File: config.mk
export PLATFORM = sky130hd
export DESIGN_NAME = cic_pdm_decimator_flat
export DESIGN_NICKNAME = d
export VERILOG_FILES = /design/src/rtl/cic_pdm_decimator_if.sv /design/src/rtl/cic_pdm_decimator.sv /design/src/flat_wrapper.sv
export SDC_FILE = /design/constraint.sdc
export NUM_CORES = 2
export LEC_CHECK = 0
export CAP_MARGIN = 20
export CORE_MARGIN = 2
export CORE_UTILIZATION = 55
export DETAILED_ROUTE_END_ITERATION = 10
export PLACE_DENSITY = 0.81
export SLEW_MARGIN = 30
export SYNTH_ARGS = -nofsm -noshare
export SYNTH_HDL_FRONTEND = slang
export SYNTH_SLANG_ARGS = --single-unit
export TNS_END_PERCENT = 30
File: constraint.sdc
create_clock -name clk -period 34.4 [get_ports clk]
set_input_delay 6.88 -clock clk [delete_from_list [all_inputs] [get_ports clk]]
set_output_delay 6.88 -clock clk [all_outputs]
set_load 0.02 [all_outputs]
File: src/rtl/cic_pdm_decimator_if.sv
// Purpose: PDM strobe/bits into the CIC decimator, decimated signed samples out.
// Latency: wiring only, no registers.
// Backpressure: none; the sink must take every dout_valid pulse.
interface cic_pdm_decimator_if #(
  parameter int CHANNELS = 4,
  parameter int OUT_SIZE = 8
);
  logic                         ena;
  logic [CHANNELS-1:0]          din;
  logic [CHANNELS*OUT_SIZE-1:0] dout;
  logic                         dout_valid;

  // master = PDM front end / consumer side, slave = the decimator itself
  modport master (output ena, output din, input dout, input dout_valid);
  modport slave  (input ena, input din, output dout, output dout_valid);
endinterface

File: src/rtl/cic_pdm_decimator.sv
// Purpose: multi-channel ORDER-stage CIC decimator (rate DECIM) for 1-bit PDM, scaled and saturated.
// Latency: dout/dout_valid update ORDER+1 clk edges after the capturing ena edge.
// Backpressure: none; output is a one-cycle valid pulse, dout holds between pulses.
module cic_pdm_decimator #(
  parameter int CHANNELS = 4,
  parameter int ORDER    = 4,
  parameter int DECIM    = 16,
  parameter int OUT_SIZE = 8,
  parameter int SHIFT    = ORDER * $clog2(DECIM) + 2 - OUT_SIZE
) (
  input logic                clk,
  input logic                rst,
  cic_pdm_decimator_if.slave bus
);

  localparam int ACC_W  = ORDER * $clog2(DECIM) + 2;
  localparam int CNT_W  = $clog2(DECIM);
  localparam int WARM_W = $clog2(ORDER + 1);

  typedef logic signed [ACC_W-1:0] acc_t;

  localparam acc_t SAT_HI = {{(ACC_W-OUT_SIZE+1){1'b0}}, {(OUT_SIZE-1){1'b1}}};
  localparam acc_t SAT_LO = {{(ACC_W-OUT_SIZE+1){1'b1}}, {(OUT_SIZE-1){1'b0}}};

  if (ORDER < 1 || ORDER > 6) begin : g_bad_order
    $error("cic_pdm_decimator: ORDER must be in 1..6");
  end
  if (DECIM < ORDER + 2) begin : g_bad_decim
    $error("cic_pdm_decimator: DECIM must be >= ORDER+2 so the comb pipeline drains between captures");
  end
  if (OUT_SIZE >= ACC_W) begin : g_bad_out_size
    $error("cic_pdm_decimator: OUT_SIZE must be narrower than the internal accumulator");
  end
  if (SHIFT < 0 || SHIFT >= ACC_W) begin : g_bad_shift
    $error("cic_pdm_decimator: SHIFT must be in 0..ACC_W-1");
  end

  logic [CNT_W-1:0]             dec_cnt;
  logic                         capture;
  acc_t                         integ     [CHANNELS][ORDER];
  acc_t                         integ_nxt [CHANNELS][ORDER];
  acc_t                         pipe      [CHANNELS][ORDER+1];
  acc_t                         dly       [CHANNELS][ORDER];
  acc_t                         scaled    [CHANNELS];
  logic [ORDER:0]               stage_vld;
  logic [WARM_W-1:0]            warm_cnt;
  logic [CHANNELS*OUT_SIZE-1:0] sat_dat;
  logic [CHANNELS*OUT_SIZE-1:0] dout_q;
  logic                         dout_valid_q;

  // The last strobe of each DECIM-long block is the decimation point.
  assign capture = bus.ena && (dec_cnt == CNT_W'(DECIM - 1));

  // Next integrator values: stage 0 adds the +/-1 PDM bit, stage k adds stage k-1's registered sum.
  always_comb begin
    for (int c = 0; c < CHANNELS; c++) begin
      integ_nxt[c][0] = integ[c][0] + (bus.din[c] ? acc_t'(1) : acc_t'(-1));
      for (int k = 1; k < ORDER; k++) begin
        integ_nxt[c][k] = integ[c][k] + integ[c][k-1];
      end
    end
  end

  // Decimation counter advances only on PDM strobes and wraps at DECIM-1.
  always_ff @(posedge clk or posedge rst) begin
    if (rst) begin
      dec_cnt <= '0;
    end else if (bus.ena) begin
      dec_cnt <= capture ? '0 : dec_cnt + 1'b1;
    end
  end

  // Integrator chain; wraps modulo 2^ACC_W by design, which the combs undo exactly.
  always_ff @(posedge clk or posedge rst) begin
    if (rst) begin
      for (int c = 0; c < CHANNELS; c++) begin
        for (int k = 0; k < ORDER; k++) begin
          integ[c][k] <= '0;
        end
      end
    end else if (bus.ena) begin
      for (int c = 0; c < CHANNELS; c++) begin
        for (int k = 0; k < ORDER; k++) begin
          integ[c][k] <= integ_nxt[c][k];
        end
      end
    end
  end

  // Capture register plus comb stages: a sample moves one stage per clk; delays move only with it.
  always_ff @(posedge clk or posedge rst) begin
    if (rst) begin
      stage_vld <= '0;
      for (int c = 0; c < CHANNELS; c++) begin
        for (int s = 0; s <= ORDER; s++) begin
          pipe[c][s] <= '0;
        end
        for (int k = 0; k < ORDER; k++) begin
          dly[c][k] <= '0;
        end
      end
    end else begin
      stage_vld <= {stage_vld[ORDER-1:0], capture};
      for (int c = 0; c < CHANNELS; c++) begin
        if (capture) begin
          pipe[c][0] <= integ_nxt[c][ORDER-1];
        end
        for (int k = 0; k < ORDER; k++) begin
          if (stage_vld[k]) begin
            pipe[c][k+1] <= pipe[c][k] - dly[c][k];
            dly[c][k]    <= pipe[c][k];
          end
        end
      end
    end
  end

  // Scale the final comb output and clamp it into the signed OUT_SIZE range.
  always_comb begin
    sat_dat = '0;
    for (int c = 0; c < CHANNELS; c++) begin
      scaled[c] = pipe[c][ORDER] >>> SHIFT;
      if (scaled[c] > SAT_HI) begin
        sat_dat[c*OUT_SIZE +: OUT_SIZE] = SAT_HI[OUT_SIZE-1:0];
      end else if (scaled[c] < SAT_LO) begin
        sat_dat[c*OUT_SIZE +: OUT_SIZE] = SAT_LO[OUT_SIZE-1:0];
      end else begin
        sat_dat[c*OUT_SIZE +: OUT_SIZE] = scaled[c][OUT_SIZE-1:0];
      end
    end
  end

  // Output register: the first ORDER samples after reset only prime the comb delays.
  always_ff @(posedge clk or posedge rst) begin
    if (rst) begin
      warm_cnt     <= '0;
      dout_q       <= '0;
      dout_valid_q <= 1'b0;
    end else begin
      dout_valid_q <= 1'b0;
      if (stage_vld[ORDER]) begin
        if (warm_cnt == WARM_W'(ORDER)) begin
          dout_q       <= sat_dat;
          dout_valid_q <= 1'b1;
        end else begin
          warm_cnt <= warm_cnt + 1'b1;
        end
      end
    end
  end

  assign bus.dout       = dout_q;
  assign bus.dout_valid = dout_valid_q;

endmodule
File: src/flat_wrapper.sv
// flat-port wrapper written by rule: the top's interface ports become plain ports
module cic_pdm_decimator_flat 
#(
  parameter int CHANNELS = 4,
  parameter int ORDER    = 4,
  parameter int DECIM    = 16,
  parameter int OUT_SIZE = 8,
  parameter int SHIFT    = ORDER * $clog2(DECIM) + 2 - OUT_SIZE
)
  (clk, rst, bus_ena, bus_din, bus_dout, bus_dout_valid);
  cic_pdm_decimator_if #(.CHANNELS(CHANNELS), .OUT_SIZE(OUT_SIZE)) bus_i ();
  input logic clk;
  input logic rst;
  input wire logic [$bits(bus_i.ena)-1:0] bus_ena;
  input wire logic [$bits(bus_i.din)-1:0] bus_din;
  output wire logic [$bits(bus_i.dout)-1:0] bus_dout;
  output wire logic [$bits(bus_i.dout_valid)-1:0] bus_dout_valid;
  assign bus_i.ena = bus_ena;
  assign bus_i.din = bus_din;
  assign bus_dout = bus_i.dout;
  assign bus_dout_valid = bus_i.dout_valid;
  cic_pdm_decimator #(.CHANNELS(CHANNELS), .ORDER(ORDER), .DECIM(DECIM), .OUT_SIZE(OUT_SIZE), .SHIFT(SHIFT)) u_core (.clk(clk), .rst(rst), .bus(bus_i));
endmodule
==> results.toml <==
[run_status]
outcome = "finished, final reports clean"

[yosys]
synthFlopType = "dfrtp_1"
synth_area_leaders = "dfrtp_1 (41%), ha_1 (12%), mux2_2 (8.2%)"
yosysTopAreaCell = "dfrtp_1"
synth_edf_count = 0
syn_avg_cell_area_um2 = 9.777
syn_nets = 6491
synth_cells = 5917
synth_warnings = 0
netlist_area_mm2 = 0.05785
synth_top_area_share_pct = 40.70
synth_commonest_cells = "dfrtp_1 (941), nand2_1 (666), ha_1 (539)"
async_reset_ff_share_pct = 100.0
yosysSeqAreaShare_pct = 40.70
yosysUniqueCellTypes = 95
yosys_register_bits = 941
yosysMostFrequentCell = "dfrtp_1"

[grt]
use_met2_pct = 35.22
grt_util_met1_pct = 28.06
grt_pass1_vias = 41040
grt_max_degree = 190
met3_usage_pct = 2.683
grt-busiest-layer = "met2"
overflow = 0
grt_usage_pct = 20.71
antenna_found_initial = 1
grt_pass1_wl_mm = 193.2

[final_layout]
syn_to_final_growth_pct = 9.349
multiInputGateArea_mm2 = 0.03198
layout-drive-gt1-share_pct = 12.00
seqCellArea_mm2 = 0.02356
fillers = 8116
final_net_count = 6492
antennaDiodeCount = 0

[timing]
maxSlewHeadroom_pct = 37.96
finalCritPeriodShare_pct = 27.86
setup_tns_ps = 0
max_slew.worst_pin.slew_ps = 930.6
drv_slew = 0
fmax_mhz = 104.3
grt_setup_unrepaired = "no"
hold_violations = 0
finalWorstSetupSlack_ps = 24820
fin_skew_ps = 28.71
setup_violations = 0
fin_crit_ps = 9583

[setup_path]
cp-end-kind = "flop"
required_ps = 34980
r2r_start = "u_core.pipe[72]"
path_max_fanout = 17
ff2ff_path_depth = 13
timing.rr.end = "u_core.pipe[70]"
worstPathArrival_ps = 10160
setup.worst_path.class = "input pin to flop"
startpoint_type = "input pin"
r2r_slack_ps = 31120

[clock_tree]
cts-resized-gates = 0
cts_buffers = 97
clk_latency_ps = 680
cts_tree = "done"
ctsHtreeMaxLevel = 3
hold_buffers = 0
clk_path_buf_depth = 3
cts-root-buf = "clkbuf_16"
clk_pin_slew_worst_paths_ps = 60
cts_sinks = 941
post_cts_buffers = 0

[route]
vias = 42250
ant_nets = 0
drtPass1Iterations = 6
drc = 0
via_per_inst = 5.726
drt_iter0_markers = 2736
wl_per_cell_um = 15.16
drt_wl_total_mm = 111.9

[floorplan]
rows = 118
die_area_mm2 = 0.1078
ioPinCount = 40
start_util_pct = 55.66
die_width_um = 328.3
coreArea_mm2 = 0.1039
die_h_um = 328.3

[placed_design]
gp_congestion = 0.8581
place_ws_ps = 23710
dp_hpwl_mm = 77.49
portBuffers = 39

[run]
max_cap_violations = 0

[hold_path]
whs_path_depth = 1
hold_path_class = "flop to flop"
hp-start = "u_core.integ[35]"
worstHoldEndpoint = "u_core.integ[35]"
==> cells by family (layout without fill, tap and decap cells) <==
| logic type | Yosys count | after routing | share of synthesized area, % |
|---|---|---|---|
| xor+xnor | 405 | 405 | 6.131 |
| fa+ha+maj | 567 | 567 | 12.63 |
| buf+inv | 619 | 701 | 4.023 |
| mux | 437 | 437 | 8.484 |
| simple gates | 1493 | 1493 | 11.94 |
| compound gates | 1455 | 1455 | 16.10 |
| flops | 941 | 941 | 40.70 |
==> cell type report <==
| cell class | count | area share [%] |
|---|---|---|
| clock buffers | 120 | 4.276 |
| clock inverters | 60 | 1.404 |
| inverters | 455 | 2.716 |
| multi-input cells | 4357 | 50.55 |
| flip-flops and latches | 941 | 37.25 |
| well taps | 1380 | 2.729 |
| repair buffers | 66 | 1.080 |
==> layout by cell type, fill, tap and decap left out, types with 16 or more instances in the layout <==
master | netlist | layout
a21oi_1 | 356 | 356
ha_1 | 539 | 539
buf_4 | 0 | 20
clkinv_2 | 2 | 19
nand3b_1 | 20 | 20
a21o_1 | 127 | 127
xnor2_1 | 310 | 310
clkbuf_8 | 0 | 17
nand4_1 | 22 | 22
nor3_1 | 121 | 121
or3_1 | 48 | 48
a31oi_1 | 51 | 51
and2_1 | 23 | 23
a211o_1 | 21 | 21
clkbuf_16 | 0 | 98
xor2_1 | 95 | 95
fa_1 | 28 | 28
o21ai_0 | 418 | 418
nor2b_1 | 67 | 67
nand3_1 | 104 | 104
clkdlybuf4s50_1 | 0 | 38
a21boi_1 | 16 | 16
o21a_1 | 58 | 58
a211oi_1 | 60 | 60
o211ai_1 | 35 | 35
o21bai_1 | 35 | 35
nand2_1 | 666 | 666
o31ai_1 | 48 | 48
bufinv_16 | 0 | 19
o21ai_1 | 58 | 58
mux2i_1 | 16 | 16
nor2_1 | 254 | 254
or2_2 | 19 | 19
dfrtp_1 | 941 | 937
and3_1 | 45 | 45
inv_1 | 448 | 446
and4_1 | 16 | 16
nand2b_1 | 35 | 35
mux2_2 | 419 | 419
==> worst max-delay path by stage <==
stage | from | endpoint | slack [ps] | depth (start not counted)
2_1_floorplan | rst | u_core.bus.dout[0] | 1060 | 1
3_3_place_gp | rst | u_core.dly[141] | 23740 | 5
3_5_place_dp | rst | u_core.integ[150] | 23710 | 5
4_1_cts | rst | u_core.pipe[146] | 24430 | 5
5_1_grt | rst | u_core.pipe[150] | 24310 | 5
6_report | bus_din[2] | u_core.integ[142] | 24820 | 12
==> critical path, stage by stage <==
cell and delay [ps]:
clkdlybuf4s50_1 540, inv_1 520, ha_1 380, nor2b_1 150
o21ai_1 150, a21boi_1 110, o21ai_1 220, a211oi_1 140
o2111a_1 280, o21a_1 210, or4_1 470, o211ai_1 100
==> layer usage <==
layer  share of wire, %  up-vias
met4                2.0        2
met5             0.0063        -
met3                3.5      181
met1                 47    20400
li1                   -    20960
met2                 48      714
==> state kept, by name, indices dropped and copies added, names as in the netlist <==
signal,cells
u_core.dec_cnt,4
u_core.bus.dout,32
u_core.integ,288
u_core.warm_cnt,3
u_core.stage_vld,5
u_core.pipe,320
u_core.bus.dout_valid,1
u_core.dly,288
==> metrics by stage <==
| step | hold slack (ps) | instance area, um^2 | std cells | util [%] |
|---|---|---|---|---|
| 3_3_place_gp | 460.1 | 59610 | 7197 | 57.35 |
| 5_1_grt | 511.7 | 63260 | 7379 | 60.86 |
| 4_1_cts | 476.7 | 63200 | 7377 | 60.80 |
| 3_5_place_dp | 468.5 | 59610 | 7197 | 57.35 |
| 2_1_floorplan | 351.9 | 57850 | 5917 | - |
| 6_report | 479.6 | 63260 | 7379 | 60.86 |
Power is left out: the tool's default activity adds up to more than one toggle a clock period on the data nets, which glitch-free logic cannot reach.
